[src/rtl/pile_manager.sv]
// pile_manager: three-column brick pile tracker with row-clear scoring, game FSM
// and an LFSR-driven choice of the next brick column.
module pile_manager #(
    parameter int         MAX_HEIGHT = 5,
    parameter int         SCORE_W    = 8,
    parameter logic [7:0] LFSR_SEED  = 8'hA5
) (
    input  logic               clk,
    input  logic               reset,
    input  logic               start,
    input  logic               plus_left,
    input  logic               plus_center,
    input  logic               plus_right,
    input  logic               aligned,
    input  logic               lost,
    output logic [2:0]         height_left,
    output logic [2:0]         height_center,
    output logic [2:0]         height_right,
    output logic [SCORE_W-1:0] score,
    output logic [1:0]         state,
    output logic [1:0]         next_col,
    output logic               game_over
);
    typedef enum logic [1:0] {IDLE = 2'b00, PLAY = 2'b01, CLEAR = 2'b10, OVER = 2'b11} state_t;

    state_t             st, st_n;
    logic [7:0]         lfsr;
    logic [2:0]         hl_n, hc_n, hr_n;
    logic [SCORE_W-1:0] score_n;
    logic [1:0]         col_n;
    logic               active, clr, zero, any_plus;

    // Clear decrement is applied before the landing brick, then saturate.
    function automatic logic [2:0] bump(input logic [2:0] h, input logic dec, input logic inc);
        logic [2:0] d;
        d = h - {2'b00, dec};
        return (inc && d < 3'(MAX_HEIGHT)) ? d + 3'd1 : d;
    endfunction

    always_comb begin
        active   = (st == PLAY || st == CLEAR) && !lost;
        clr      = st == PLAY && !lost && aligned &&
                   height_left != 3'd0 && height_center != 3'd0 && height_right != 3'd0;
        zero     = st == OVER && start;
        any_plus = active && (plus_left || plus_center || plus_right);
        st_n     = st == IDLE ? (start ? PLAY : IDLE) :
                   st == OVER ? (start ? PLAY : OVER) :
                   lost       ? OVER :
                   clr        ? CLEAR : PLAY;
        hl_n     = zero ? 3'd0 : active ? bump(height_left, clr, plus_left) : height_left;
        hc_n     = zero ? 3'd0 : active ? bump(height_center, clr, plus_center) : height_center;
        hr_n     = zero ? 3'd0 : active ? bump(height_right, clr, plus_right) : height_right;
        score_n  = zero ? '0 : (clr && score != '1) ? score + 1'b1 : score;
        col_n    = any_plus ? (lfsr[1:0] == 2'b11 ? 2'b01 : lfsr[1:0]) : next_col;
    end

    always_ff @(posedge clk) begin
        if (reset) begin
            st            <= IDLE;
            lfsr          <= LFSR_SEED;
            height_left   <= 3'd0;
            height_center <= 3'd0;
            height_right  <= 3'd0;
            score         <= '0;
            next_col      <= 2'b01;
            game_over     <= 1'b0;
        end else begin
            st            <= st_n;
            lfsr          <= {lfsr[6:0], lfsr[7] ^ lfsr[5] ^ lfsr[4] ^ lfsr[3]};
            height_left   <= hl_n;
            height_center <= hc_n;
            height_right  <= hr_n;
            score         <= score_n;
            next_col      <= col_n;
            game_over     <= st_n == OVER;
        end
    end

    assign state = st;
endmodule

[config.mk]
export PLATFORM = sky130hd
export DESIGN_NAME = pile_manager
export DESIGN_NICKNAME = d
export VERILOG_FILES = /design/src/rtl/pile_manager.sv
export SDC_FILE = /design/constraint.sdc
export NUM_CORES = 1
export LEC_CHECK = 0
export CAP_MARGIN = 40
export CORE_UTILIZATION = 46
export CTS_CLUSTER_DIAMETER = 100
export DETAILED_ROUTE_END_ITERATION = 10
export HOLD_SLACK_MARGIN = 0.05
export PLACE_DENSITY = 0.84
export SETUP_SLACK_MARGIN = 0.02
export SYNTH_ARGS = -nofsm -noshare
export SYNTH_HDL_FRONTEND = slang
export SYNTH_SLANG_ARGS = --single-unit
[constraint.sdc]
create_clock -name clk -period 3.1 [get_ports clk]
set_clock_uncertainty 0.2 [all_clocks]
set_input_delay 0.31 -clock clk [delete_from_list [all_inputs] [get_ports clk]]
set_output_delay 0.31 -clock clk [all_outputs]
set_load 0.005 [all_outputs]
**Yosys cells after proc, flatten, opt, wreduce, memory -nomap -nowiden**

Cells that the tools add are included.

- Add/subtract/negate cells: 7
- Magnitude comparators: 3
- Eq/ne operators: 6
- Mux-type cells: 10
- Bitwise logic cells: 3
- Reductions and logical operators: 21

Operators by type and width:

| operator | number |
|---|---|
| logical AND 1 bit | 12 |
| two-way mux 2 bit | 6 |
| adder 3 x 1 -> 3 bit, second input constant | 3 |
| less-than comparator 3 bit, second input constant | 3 |
| two-way mux 3 bit | 3 |
| nonzero test 3 bit | 3 |
| subtractor 3 x 1 -> 3 bit | 3 |
| adder 8 x 1 -> 8 bit, second input constant | 1 |
| == test 2 bit, second input constant | 4 |
| inequality test 8 bit, second input constant | 1 |
| logical OR 1 bit | 3 |
| XOR 1 bit | 3 |
| == test 2 x 1 -> 1 bit, second input constant | 1 |
| zero test 2 bit | 1 |
| OR reduction 2 bit | 1 |
| zero test 1 bit | 1 |
| two-way mux 1 bit | 1 |

- Register bits: 30
- Bits of input ports: 8
- Logic and storage cells: 58

**Logic depth before layout (Yosys ltp)**

Gate-level depths: netlist of run 1.

- Word-level depth: 11
- Mapped depth: 14
- Gate-level depth less buffers: 13

**Worst setup path before layout of run 1**

OpenSTA, ideal clock, no wires.

- Kind: register -> register
- Start point: register st[0] (netlist: state[0])
- End point: register height_right[2]
- Library setup time: 70 ps
- Data arrival time: 2,580 ps
- Path slack: 249 ps
- Stages on the path, launching flop included: 13
- Buffers on the path: 1
- Period minus slack after synthesis: 2,851 ps
- Path through: dfxtp_1 ha_1 nand3b_1 or4_1 buf_2 inv_1 ha_1 ha_1 inv_1 ha_1 and4_1 a2111o_1 a21oi_1

- Cells in the longest elaborated chain, start to end: 10
- Elaborated cells between the ends (all ways): 17

Ends and longest elaborated chain:

| element | line | RTL |
|---|---|---|
| start: declaration | 26 | `state_t st, st_n;` |
| start signal: assignment | 68 | `st <= st_n;` |
| == test 2 x 1 -> 1 bit | 41, 42 |  |
| logical AND 1 bit (3 in a row) | 42 | `clr = st == PLAY && !lost && aligned &&` |
| logical AND 1 bit (2 in a row) | 43 | `height_left != 3'd0 && height_center != 3'd0 && height_right != 3'd0;` |
| subtractor 3 x 1 -> 3 bit | 36 | `d = h - {2'b00, dec};` |
| less-than comparator 3 bit | 37 | `return (inc && d < 3'(MAX_HEIGHT)) ? d + 3'd1 : d;` |
| logical AND 1 bit | 37 |  |
| two-way mux 3 bit | 37 |  |
| end signal: assignment | 72 | `height_right <= hr_n;` |
| end: declaration | 18 | `output logic [2:0] height_right,` |

Several ways; a longest one is shown, not always the timed one.
A chain may end at the register's enable or synchronous reset.

**Worst setup path in the final report of run 1**

- Start point: register st[1] (netlist: state[1])
- End point: register height_right[2]

Same word-level chain as after synthesis.

==> impl_metrics.yaml, run 1 <==
cells_and_area:
  stdcell_count: 269
  diodes: 0
  nets: 243
  fillers: 295
  fin_area_sq_um: 2066
  area_growth_pct: 28.98
  layout-drive-gt1-share: 0.1211
floorplan:
  coreArea_sq_um: 3337
  io_pins: 30
  rows: 21
  die_area_sq_um: 3722
  die_y_um: 61.01
  initial_core_util: 0.4799
  die_width_um: 61.01
sta:
  setup_viol: 0
  rsz0062_at_grt: "no"
  final-hold-violation-count: 0
  period_needed_ns: 2.926
  period_share: 0.9439
  setup_ws_ns: 0.1739
  maxSlewHeadroom: 0.6039
  maxSlewViolCount: 0
  fin_setup_tns_ns: 0
  worst_pin_slew_ns: 0.5942
  fmax_mhz: 341.7
global_route:
  grt_usage: 0.2065
  grt_pass1_wl_um: 5616
  grt_pass1_vias: 1322
  grt_start_max_net_pins: 18
  overflow: 0
  antenna_found_initial: 0
route:
  vias_per_cell: 5.483
  routed_wirelength_um: 3487
  drc: 0
  drt_first_pass_iters: 4
  drtAntennaViolNets: 0
  drt-wirelength-per-cell_um: 12.96
  vias: 1475
  drt_iter0_drc: 68
clock_network:
  clkLatencyLatePin_ns: 0.33
  root_buffer: "clkbuf_4"
  postCtsSetupBuffers: 0
  cts_hold_buf: 0
  cts-buffers-inserted: 5
  clkTransAtPathRegs_ns: 0.10
  cts_max_path_buffers: 2
  htreeDepth: 2
  cts_sinks: 30
  cts_tree: "done"
power_and_ir_drop:
  switchingPower_uw: 219.6
  leakagePower_nw: 0.7809
  ir_worst_vdd_v: 0.0002918
  p_int_uw: 638.6
  switching_share: 0.2559
  p_seq_frac: 0.491
  clkPwrFrac: 0.358
  pwr-share-comb: 0.151
  power_density_nw_per_um2: 415.4
placed_design:
  post-place-cells: 261
  io_buffer_count: 29
  place_ws_ns: -0.07101
  gp_congestion: 0.8333
  hpwl_um: 2499
  placed_area_sq_um: 1984
critical_path:
  cp.required_ns: 3.16
  worstPathMaxFanout: 4
  r2r_slack_ns: 0.17
  worstPathArrival_ns: 2.99
  start_kind: "flip-flop"
  end_kind: "flip-flop"
  critPathKind: "flip-flop to flip-flop"
synth:
  synthCells: 186
  synth_area_sq_um: 1602
  yosysUniqueCellTypes: 32
  syn_nets: 207
  syn-mean-instance-area_sq_um: 8.610
  yosysTopAreaCell: "dfxtp_1"
  synth_warnings: 0
  synth_top_area_share: 0.3750
  seq_area_frac_synth: 0.3750
  ys_seq_elements: 30
  ys_top_cells_by_area: "dfxtp_1 (38%), ha_1 (10%), a21oi_1 (7.8%)"
status:
  run_status: "finished, final reports clean"
job:
  cap_violations: 0
min_path:
  hp-class: "flip-flop to flip-flop"
==> layout by cell type, fill, tap and decap left out, types with 2 or more instances in the layout <==
cell type        Yosys  layout
dfxtp_1             30      30
clkdlybuf4s50_1      0      29
a21oi_1             25      25
inv_1               17      16
ha_1                13      13
o21ai_0             10      10
buf_4                0      10
nand2_1              9       9
or2_2                7       7
nor3_1               6       6
nor2b_1              5       5
clkbuf_4             0       5
xnor2_1              4       4
a211oi_1             4       4
or4_1                5       4
nand3b_1             3       3
a31oi_1              3       3
o2111ai_1            3       3
nand3_1              3       3
o41ai_1              3       3
o31ai_1              3       3
and4_1               3       3
mux2i_1              3       3
a2111o_1             3       3
nand2b_1             2       2
a21o_1               2       2
o311ai_0             2       2
or3_1                2       2
nor2_1               2       2
xor2_1               2       2
clkinv_2             0       2
==> kinds of logic (layout without fill, tap and decap cells) <==
group           Yosys count  count (layout)  share of synthesized area
mux                       3               3                    0.01875
fa+ha+maj                13              13                     0.1016
flops                    30              30                     0.3750
compound gates           59              59                     0.2328
buf+inv                  27              64                    0.06484
simple gates             48              48                     0.1742
xor+xnor                  6               6                    0.03281
==> sequential cells by signal (all words and copies together), names as in the netlist <==
signal and count:
state 2, lfsr 8, height_left 3, height_right 3, height_center 3, game_over 1
score 8, next_col 2
==> stage by stage <==
stage | power (mW) | utilization | hold slack, ns
after floorplan | 0.5010 | - | 0.1816
after global placement | 0.5526 | 0.5947 | 0.1947
after detailed placement | 0.5566 | 0.5947 | 0.2054
after CTS | 0.8596 | 0.6179 | 0.2251
after global routing | 0.8953 | 0.6190 | 0.2314
final | 0.8582 | 0.6190 | 0.2250
==> metal layers <==
| metal | track usage | part of all wire | vias to the layer above |
|---|---|---|---|
| met4 | 0.08442 | 0.014 | 0 |
| met3 | 0.07889 | 0.048 | 6 |
| met2 | 0.3281 | 0.48 | 41 |
| li1 | - | - | 754 |
| met5 | 0 | 0 | - |
| met1 | 0.2513 | 0.45 | 674 |
==> power groups by stage <==
stage | combinational (mW) | sequential (mW) | clock [mW]
2_1_floorplan | 0.0734 | 0.428 | 0
3_3_place_gp | 0.123 | 0.430 | 0
3_5_place_dp | 0.127 | 0.430 | 0
4_1_cts | 0.129 | 0.421 | 0.309
5_1_grt | 0.143 | 0.424 | 0.328
6_report | 0.129 | 0.421 | 0.307
==> what timing repair did <==
action,CTS,global route
hold endpoints to repair,0,0
resized for setup,0,2
endpoints found under the setup margin,0,2
==> Yosys cell counts <==
library cell   n
a2111o_1       3
a211oi_1       4
a21o_1         2
a21oi_1       25
a31oi_1        3
and3_1         1
and4_1         3
buf_1          1
buf_2          2
clkbuf_1       7
dfxtp_1       30
ha_1          13
inv_1         17
mux2i_1        3
nand2_1        9
nand2b_1       2
nand3_1        3
nand3b_1       3
nor2_1         2
nor2b_1        5
nor3_1         6
o2111ai_1      3
o211ai_1       1
o21ai_0       10
o311ai_0       2
o31ai_1        3
o41ai_1        3
or2_2          7
or3_1          2
or4_1          5
xnor2_1        4
xor2_1         2
==> critical path, stage by stage, from the launching register on <==
cell,delay (ns)
dfxtp_1,0.34
inv_1,0.09
ha_1,0.14
nand3b_1,0.09
or4_4,0.53
inv_2,0.10
ha_1,0.15
ha_1,0.15
inv_1,0.07
ha_1,0.23
and4_1,0.22
a2111o_1,0.41
a21oi_1,0.13
==> final timing paths <==
check,start,to,depth (start not counted)
max,state[1]$_SDFF_PP0_,height_right[2]$_SDFFE_PP0P_,12
min,lfsr[6]$_SDFF_PP0_,lfsr[7]$_SDFF_PP1_,1
max reg2reg,state[1]$_SDFF_PP0_,height_right[2]$_SDFFE_PP0P_,12
min reg2reg,lfsr[6]$_SDFF_PP0_,lfsr[7]$_SDFF_PP1_,1
==> cell type report <==
cell class / instances / area, sq um / area share
flip-flops and latches: 30 / 600.6 / 0.2907
clock buffers: 5 / 37.54 / 0.01817
well taps: 46 / 57.56 / 0.02786
inverters: 17 / 63.81 / 0.03089
repair buffers: 39 / 365.4 / 0.1769
clock inverters: 3 / 40.04 / 0.01938
multi-input cells: 129 / 900.9 / 0.4361
Power figures use the tool's default switching activity.
==> run 2, diff against run 1 <==
--- a/config.mk
+++ b/config.mk
@@ -5,9 +5,9 @@
 export SDC_FILE = /design/constraint.sdc
 export NUM_CORES = 1
 export LEC_CHECK = 0
-export CAP_MARGIN = 40
+export CAP_MARGIN = 0
 export CORE_UTILIZATION = 46
-export CTS_CLUSTER_DIAMETER = 100
+export CTS_CLUSTER_DIAMETER = 120
 export DETAILED_ROUTE_END_ITERATION = 10
 export HOLD_SLACK_MARGIN = 0.05
 export PLACE_DENSITY = 0.84
==> results of run 2 <==
Final layout, timing and power as in run 1 (identical DEF).
